===== src/rtl/uart_pkg.sv =====
// -----------------------------------------------------------------------------
// uart_pkg
//   Definitions shared by the UART receiver and transmitter:
//   - uart_state_e : frame FSM state encoding (IDLE, START, DATA, PARITY, STOP)
//   - PARITY_*     : values accepted by the PARITY parameter
//   - max_int      : elaboration-time helper for sizing counters
// -----------------------------------------------------------------------------
package uart_pkg;

    typedef enum logic [2:0] {
        ST_IDLE   = 3'd0,
        ST_START  = 3'd1,
        ST_DATA   = 3'd2,
        ST_PARITY = 3'd3,
        ST_STOP   = 3'd4
    } uart_state_e;

    localparam int PARITY_NONE = 0;
    localparam int PARITY_ODD  = 1;
    localparam int PARITY_EVEN = 2;

    // Larger of two integers, used to size the shared oversample counter.
    function automatic int max_int(input int a, input int b);
        if (a > b) begin
            return a;
        end else begin
            return b;
        end
    endfunction

endpackage


===== src/rtl/uart_tx_serializer.sv =====
// -----------------------------------------------------------------------------
// uart_tx_serializer
//   UART transmitter. Serialises a parallel word into an asynchronous frame:
//   start bit, DBIT data bits LSB first, optional parity bit, stop period.
//   Bit timing is driven by an external oversampling tick (SAMPLE ticks per
//   bit, SB_TICK ticks for the stop period).
//
// Parameters
//   DBIT    data bits per frame (5..9)
//   SAMPLE  s_tick pulses per bit period
//   SB_TICK s_tick pulses in the stop period (16/24/32 = 1/1.5/2 stop bits)
//   PARITY  PARITY_NONE / PARITY_ODD / PARITY_EVEN
//
// Ports
//   clk             system clock
//   reset_n         asynchronous active-low reset
//   s_tick_i        oversampling tick, one clk wide
//   tx_start_i      request to send din_i (pulse or level)
//   din_i           word to transmit, sampled only when the request is accepted
//   tx_busy_o       frame in progress (state is not IDLE)
//   tx_done_tick_o  one-clk pulse on the final tick of the stop period
//   tx_o            serial line, idle high, registered
// -----------------------------------------------------------------------------
module uart_tx_serializer
    import uart_pkg::*;
#(
    parameter int DBIT    = 8,
    parameter int SAMPLE  = 16,
    parameter int SB_TICK = 16,
    parameter int PARITY  = 0
) (
    input  logic            clk,
    input  logic            reset_n,
    input  logic            s_tick_i,
    input  logic            tx_start_i,
    input  logic [DBIT-1:0] din_i,
    output logic            tx_busy_o,
    output logic            tx_done_tick_o,
    output logic            tx_o
);

    // One counter serves both data bits and the stop period, so it must hold
    // the larger terminal count.
    localparam int SW = $clog2(max_int(SAMPLE, SB_TICK));
    localparam int NW = $clog2(DBIT);

    localparam logic [SW-1:0] S_BIT_LAST  = SW'(SAMPLE - 1);
    localparam logic [SW-1:0] S_STOP_LAST = SW'(SB_TICK - 1);
    localparam logic [NW-1:0] N_LAST      = NW'(DBIT - 1);

    uart_state_e     state_q, state_d;
    logic [SW-1:0]   s_cnt_q, s_cnt_d;
    logic [NW-1:0]   n_cnt_q, n_cnt_d;
    logic [DBIT-1:0] b_q,     b_d;
    logic            par_q,   par_d;
    logic            tx_q,    tx_d;
    logic            done_s;

    // Parity bit of the word as captured at acceptance. Odd parity makes the
    // total count of ones odd, even parity makes it even.
    function automatic logic calc_parity(input logic [DBIT-1:0] d);
        if (PARITY == PARITY_ODD) begin
            return ~^d;
        end else begin
            return ^d;
        end
    endfunction

    // State register: FSM state, counters, shift register and line driver.
    always_ff @(posedge clk or negedge reset_n) begin
        if (!reset_n) begin
            state_q <= ST_IDLE;
            s_cnt_q <= '0;
            n_cnt_q <= '0;
            b_q     <= '0;
            par_q   <= 1'b0;
            tx_q    <= 1'b1;
        end else begin
            state_q <= state_d;
            s_cnt_q <= s_cnt_d;
            n_cnt_q <= n_cnt_d;
            b_q     <= b_d;
            par_q   <= par_d;
            tx_q    <= tx_d;
        end
    end

    // Next-state logic: counters only move on s_tick and reset to zero at
    // their terminal count instead of wrapping.
    always_comb begin
        state_d = state_q;
        s_cnt_d = s_cnt_q;
        n_cnt_d = n_cnt_q;
        b_d     = b_q;
        par_d   = par_q;
        case (state_q)
            ST_IDLE: begin
                // Acceptance is not tick-aligned; the start bit simply runs
                // SAMPLE ticks from here.
                if (tx_start_i) begin
                    state_d = ST_START;
                    s_cnt_d = '0;
                    n_cnt_d = '0;
                    b_d     = din_i;
                    par_d   = calc_parity(din_i);
                end else begin
                    state_d = ST_IDLE;
                end
            end
            ST_START: begin
                if (s_tick_i) begin
                    if (s_cnt_q == S_BIT_LAST) begin
                        state_d = ST_DATA;
                        s_cnt_d = '0;
                        n_cnt_d = '0;
                    end else begin
                        s_cnt_d = s_cnt_q + SW'(1);
                    end
                end else begin
                    s_cnt_d = s_cnt_q;
                end
            end
            ST_DATA: begin
                if (s_tick_i) begin
                    if (s_cnt_q == S_BIT_LAST) begin
                        s_cnt_d = '0;
                        b_d     = {1'b0, b_q[DBIT-1:1]};
                        if (n_cnt_q == N_LAST) begin
                            n_cnt_d = '0;
                            if (PARITY != PARITY_NONE) begin
                                state_d = ST_PARITY;
                            end else begin
                                state_d = ST_STOP;
                            end
                        end else begin
                            n_cnt_d = n_cnt_q + NW'(1);
                        end
                    end else begin
                        s_cnt_d = s_cnt_q + SW'(1);
                    end
                end else begin
                    s_cnt_d = s_cnt_q;
                end
            end
            ST_PARITY: begin
                if (s_tick_i) begin
                    if (s_cnt_q == S_BIT_LAST) begin
                        state_d = ST_STOP;
                        s_cnt_d = '0;
                    end else begin
                        s_cnt_d = s_cnt_q + SW'(1);
                    end
                end else begin
                    s_cnt_d = s_cnt_q;
                end
            end
            ST_STOP: begin
                if (s_tick_i) begin
                    if (s_cnt_q == S_STOP_LAST) begin
                        state_d = ST_IDLE;
                        s_cnt_d = '0;
                    end else begin
                        s_cnt_d = s_cnt_q + SW'(1);
                    end
                end else begin
                    s_cnt_d = s_cnt_q;
                end
            end
            default: begin
                state_d = ST_IDLE;
                s_cnt_d = '0;
                n_cnt_d = '0;
            end
        endcase
    end

    // Output decode: tx_d is the level of the current state, so the line
    // follows the state one clk later. The done pulse is raised while still
    // in STOP, which keeps that cycle busy so a held tx_start waits for IDLE.
    always_comb begin
        tx_d   = 1'b1;
        done_s = 1'b0;
        case (state_q)
            ST_IDLE:   tx_d = 1'b1;
            ST_START:  tx_d = 1'b0;
            ST_DATA:   tx_d = b_q[0];
            ST_PARITY: tx_d = par_q;
            ST_STOP: begin
                tx_d = 1'b1;
                if (s_tick_i && (s_cnt_q == S_STOP_LAST)) begin
                    done_s = 1'b1;
                end else begin
                    done_s = 1'b0;
                end
            end
            default:   tx_d = 1'b1;
        endcase
    end

    assign tx_o           = tx_q;
    assign tx_busy_o      = (state_q != ST_IDLE);
    assign tx_done_tick_o = done_s;

endmodule


===== config.mk =====
export PLATFORM = sky130hd
export DESIGN_NAME = uart_tx_serializer
export DESIGN_NICKNAME = d
export VERILOG_FILES = /design/src/rtl/uart_pkg.sv /design/src/rtl/uart_tx_serializer.sv
export SDC_FILE = /design/constraint.sdc
export NUM_CORES = 1
export LEC_CHECK = 0
export ABC_AREA = 1
export CAP_MARGIN = 20
export CORE_MARGIN = 10
export CORE_UTILIZATION = 55
export CTS_CLUSTER_SIZE = 40
export DETAILED_ROUTE_END_ITERATION = 12
export PLACE_DENSITY = 0.78
export SLEW_MARGIN = 20
export SYNTH_ARGS = -nofsm -noshare
export SYNTH_HDL_FRONTEND = slang
export SYNTH_SLANG_ARGS = --single-unit
export TNS_END_PERCENT = 50

===== constraint.sdc =====
create_clock -name clk -period 1.9 [get_ports clk]
set_clock_uncertainty 0.1 [all_clocks]
set_input_delay 0.19 -clock clk [delete_from_list [all_inputs] [get_ports clk]]
set_output_delay 0.19 -clock clk [all_outputs]
set_load 0.005 [all_outputs]

Word-level counts from Yosys, hierarchy flattened. Cells that the tools add are included.

Flip-flop bits (word level): 20. Bits of input ports: 12. Logic and storage cells: 65.

Muxes and demuxes: 27. Bitwise operators: 1. Equality and inequality tests: 17. Add/sub/neg operators: 2. Reductions and logical operators: 12.

Operators with widths (count): $mux 3 (13); $mux 8 (3); $ne 2x2->1 const B (10); $pmux 8 s2 (1); $pmux 3 s5 (1); $mux 4 (3); $pmux 3 s4 (1); $reduce_and 9->1 (1); $pmux 4 s2 (1); $reduce_xor 8->1 (1); $eq 3x2->1 const B (2); $eq 3x3->1 const B (2); $reduce_and 6->1 (1); $add 4x1->4 const B (1); $eq 4x4->1 const B (1); $reduce_and 2->1 (2); $reduce_and 4->1 (1); $reduce_or 4->1 (1); $add 3x1->3 const B (1); $eq 3x1->1 const B (1); $logic_not 3->1 (1); $mux 1 (3); $pmux 1 s3 (1); $reduce_bool 3->1 (1); other kinds (5) (5).

Logic depth before layout (Yosys ltp).
Word-level depth: 5. Depth in mapped cells: 10. Mapped depth without buffers: 10.

Worst setup path after synthesis. OpenSTA, ideal clock, no wires.

Path type: register to register. Start: register s_cnt_q[0]. End: register b_q[7]. Library setup time: 0.125 ns. Setup slack: 0.529 ns. Arrival: 1.146 ns. Data required time: 1.675 ns. Stages on the path, launching flop included: 6. Cell sequence: dfrtp_1 ha_1 nand4_1 o21ai_2 buf_6 o22ai_1.

Longest elaborated chain between the ends: 3.

RTL lines: from (decl) (RTL line uart_tx_serializer.sv:52) `logic [SW-1:0] s_cnt_q, s_cnt_d;`; from (signal assigned) (RTL line uart_tx_serializer.sv:80) `s_cnt_q <= s_cnt_d;`; $eq 4x4->1 (RTL line uart_tx_serializer.sv:125) `if (s_cnt_q == S_BIT_LAST) begin`; $ne 2x2->1 (no source line); $reduce_and 4->1 (no source line); to (signal assigned) (RTL line uart_tx_serializer.sv:75) `b_q <= '0;`; to (signal assigned) (RTL line uart_tx_serializer.sv:82) `b_q <= b_d;`; to (decl) (RTL line uart_tx_serializer.sv:54) `logic [DBIT-1:0] b_q, b_d;`.

No other way between the ends. A chain may end at the register's enable or synchronous reset.

Worst setup path after layout.
Start: register state_q[0]. End: output tx_busy_o.

Longest elaborated chain between the ends: 1.

RTL lines: from (decl) (RTL line uart_tx_serializer.sv:51) `uart_state_e state_q, state_d;`; from (signal assigned) (RTL line uart_tx_serializer.sv:79) `state_q <= state_d;`; $reduce_bool 3->1 (RTL line uart_tx_serializer.sv:201) `assign tx_busy_o = (state_q != ST_IDLE);`; to (decl) (RTL line uart_tx_serializer.sv:37) `output logic tx_busy_o,`.

No other way between the ends.

==> flow_metrics.tcl <==
set metrics [dict create \
    grt_first_pass_wirelength_um 4890 \
    power_density_nw_per_um2 1300 \
    overall_overflow_remaining_after_global_route 0 \
    grt_pass1_vias 1128 \
    cts.sink_count 20 \
    finalNetCount 226 \
    first_pass_iters 4 \
    leakage_nw 0.856 \
    worst_setup_start_kind "flip-flop" \
    worstSetupPathType "reg2out" \
    synthDominantAreaCellType "dfrtp_1" \
    worst_ir_drop_vdd_uv 814 \
    cts.htree.levels 1 \
    io_pins 15 \
    floorplan.die.width_um 69.6 \
    slew-limit-headroom_pct 69.3 \
    routed_wirelength_um 2710 \
    layout_commonest_cell "nand2_1" \
    synth.ff_latch_count 20 \
    post-synth-top-area-fraction_pct 35.2 \
    critical_path.endpoint_type "output port" \
    coreArea_sq_um 2280 \
    globalRouteTotalUtil_pct 11.5 \
    cts-root-to-sink-buffers 2 \
    grt_setup_unrepaired "false" \
    hpwl_um 2140 \
    die_area_sq_um 4840 \
    place.port_buffers 14 \
    timing.max_cap.violations 0 \
    grt_start_max_net_pins 16 \
    synthesis.instances 186 \
    netlist-cell-type-count 26 \
    synthesis.nets 201 \
    drc_errors 0 \
    crit_path_max_fanout 3 \
    hold_buffers 0 \
    die-height_um 69.6 \
    number_of_antenna_violations_at_the_first_check_in_global_routing 0 \
    setup-violations-final 0 \
    design_area_sq_um 1610 \
    cts_inserted_buffers 3 \
    timing_worst_slew_pin_value_ps 458 \
    achievable-frequency_mhz 556 \
    routed_wire_per_std_cell_um 11.4 \
    synthesis.area_per_instance_sq_um 7.27 \
    insertedDiodeCount 0 \
    start_util_pct 59.4 \
    arrival_ps 1510 \
    ys_warn_count 0 \
    rows 17 \
    final_cell_mix "nand2_1 (67), inv_1 (23), dfrtp_1 (17)" \
    fill_cells 191 \
    finalCriticalPeriod_ps 1800 \
    syn_area_sq_um 1350 \
    fin_setup_tns_ps 0 \
    num_vias 1194 \
    postRouteAntennaNets 0 \
    register_area_sq_um 504 \
    run_status "finished clean" \
    area_growth_pct 19.1 \
    finalHoldViolations 0 \
    drt_iter0_drc 73 \
    worst_hold_check_path_type "in2async" \
    clk_transition_reported_paths_ps 120 \
    clock_insertion_delay_worst_skew_ps 290 \
    ys_seq_area_share_pct 37.1 \
    drv_slew 0 \
    timing.reg2reg.worst_path_depth 7 \
    drive_above_1_share_pct 20.0 \
    multi_input_logic_area_sq_um 737 \
    top_cells_by_area_in_the_synthesized_netlist "dfrtp_1 (35%), nand2_1 (19%), inv_1 (6.4%)" \
    cts_tree "built" \
    cp_data_required_time_ps 1610 \
    clock_tree.root_cell "clkbuf_4" \
    placement.cell_area_sq_um 1520 \
    viasPerCell 5.02 \
    fin_crit_sh_pct 94.6 \
    globalplace.congestion 0.809 \
]
[through the flow]
| step | instances | util (%) | hold WS [ps] | setup slack (ps) | total power, mW |
|---|---|---|---|---|---|
| after global routing | 238 | 70.8 | 134 | 6.47 | 2.30 |
| after detailed placement | 229 | 67.0 | 379 | 198 | 1.79 |
| after CTS | 238 | 70.1 | 113 | 0.727 | 2.07 |
| final | 238 | 70.8 | 99.5 | 103 | 2.09 |
| after global placement | 229 | 67.0 | 359 | 223 | 1.73 |
| after floorplan | 186 | - | -206 | 529 | 1.54 |
[cells by family (layout without fill, tap and decap cells)]
logic type      count (synthesis)  after routing  share of synthesized area [%]
compound gates                 24             24                           11.7
simple gates                  108            108                           37.5
fa+ha+maj                       3              3                           2.78
xor+xnor                        2              2                           1.30
buf+inv                        29             53                           9.71
flops                          20             20                           37.1
[cells in the mapped netlist (all sizes together)]
| cell type | n |
|---|---|
| a21oi | 2 |
| buf | 3 |
| dfrtp | 19 |
| dfstp | 1 |
| ha | 3 |
| inv | 26 |
| nand2 | 74 |
| nand3 | 13 |
| nand3b | 1 |
| nand4 | 4 |
| nor2 | 12 |
| nor3 | 2 |
| o211ai | 1 |
| o21ai | 20 |
| o22ai | 1 |
| or2 | 2 |
| xnor2 | 2 |
[power breakdown]
group | total (mW) | internal (mW) | leakage [nW] | switching, mW
Clock | 0.206 | 0.0814 | 0.0150 | 0.125
Combinational | 1.18 | 0.478 | 0.587 | 0.704
Sequential | 0.699 | 0.601 | 0.253 | 0.0978
[layout make-up]
class / count / share of cell area [%]
Multi-Input combinational cell: 137 / 45.8
Sequential cell: 20 / 31.3
Timing Repair Buffer: 23 / 13.1
Inverter: 26 / 6.06
Tap cell: 28 / 2.18
Clock buffer: 4 / 1.63
[sequential cells by signal, summed over array words and instances (netlist names)]
name,cells
tx_o,1
s_cnt_q,4
par_q,1
b_q,8
n_cnt_q,3
state_q,3
[critical path: stages, from the launching register on]
cell and delay [ps]:
dfrtp_2 440, nor2_4 120, buf_4 130, nand2_1 70, clkdlybuf4s50_1 450
[per-layer routing]
layer  track usage, %  vias to the layer above  part of all wire [%]
li1                 -                      637                     -
met1             14.7                      542                    50
met2             18.9                       11                    47
met5                0                        -                     0
met4             3.10                        0                   1.0
met3             2.28                        4                   1.7
[repair_timing]
action	CTS	global route
setup endpoints to repair	1	1
pin swaps	1	1
gates resized for setup	3	3
setup buffers	5	0
gates cloned	0	0
[final timing paths]
kind                                  from    endpoint  slack, ps
worst max-delay path            state_q[0]   tx_busy_o        100
worst min-delay path               reset_n  s_cnt_q[2]        100
worst max register to register  state_q[0]      b_q[4]        310
worst min register to register       par_q       par_q        400
max in group asynchronous          reset_n      b_q[3]       1070
min in group clk                     par_q       par_q        400
Power figures use the tool's default switching activity.
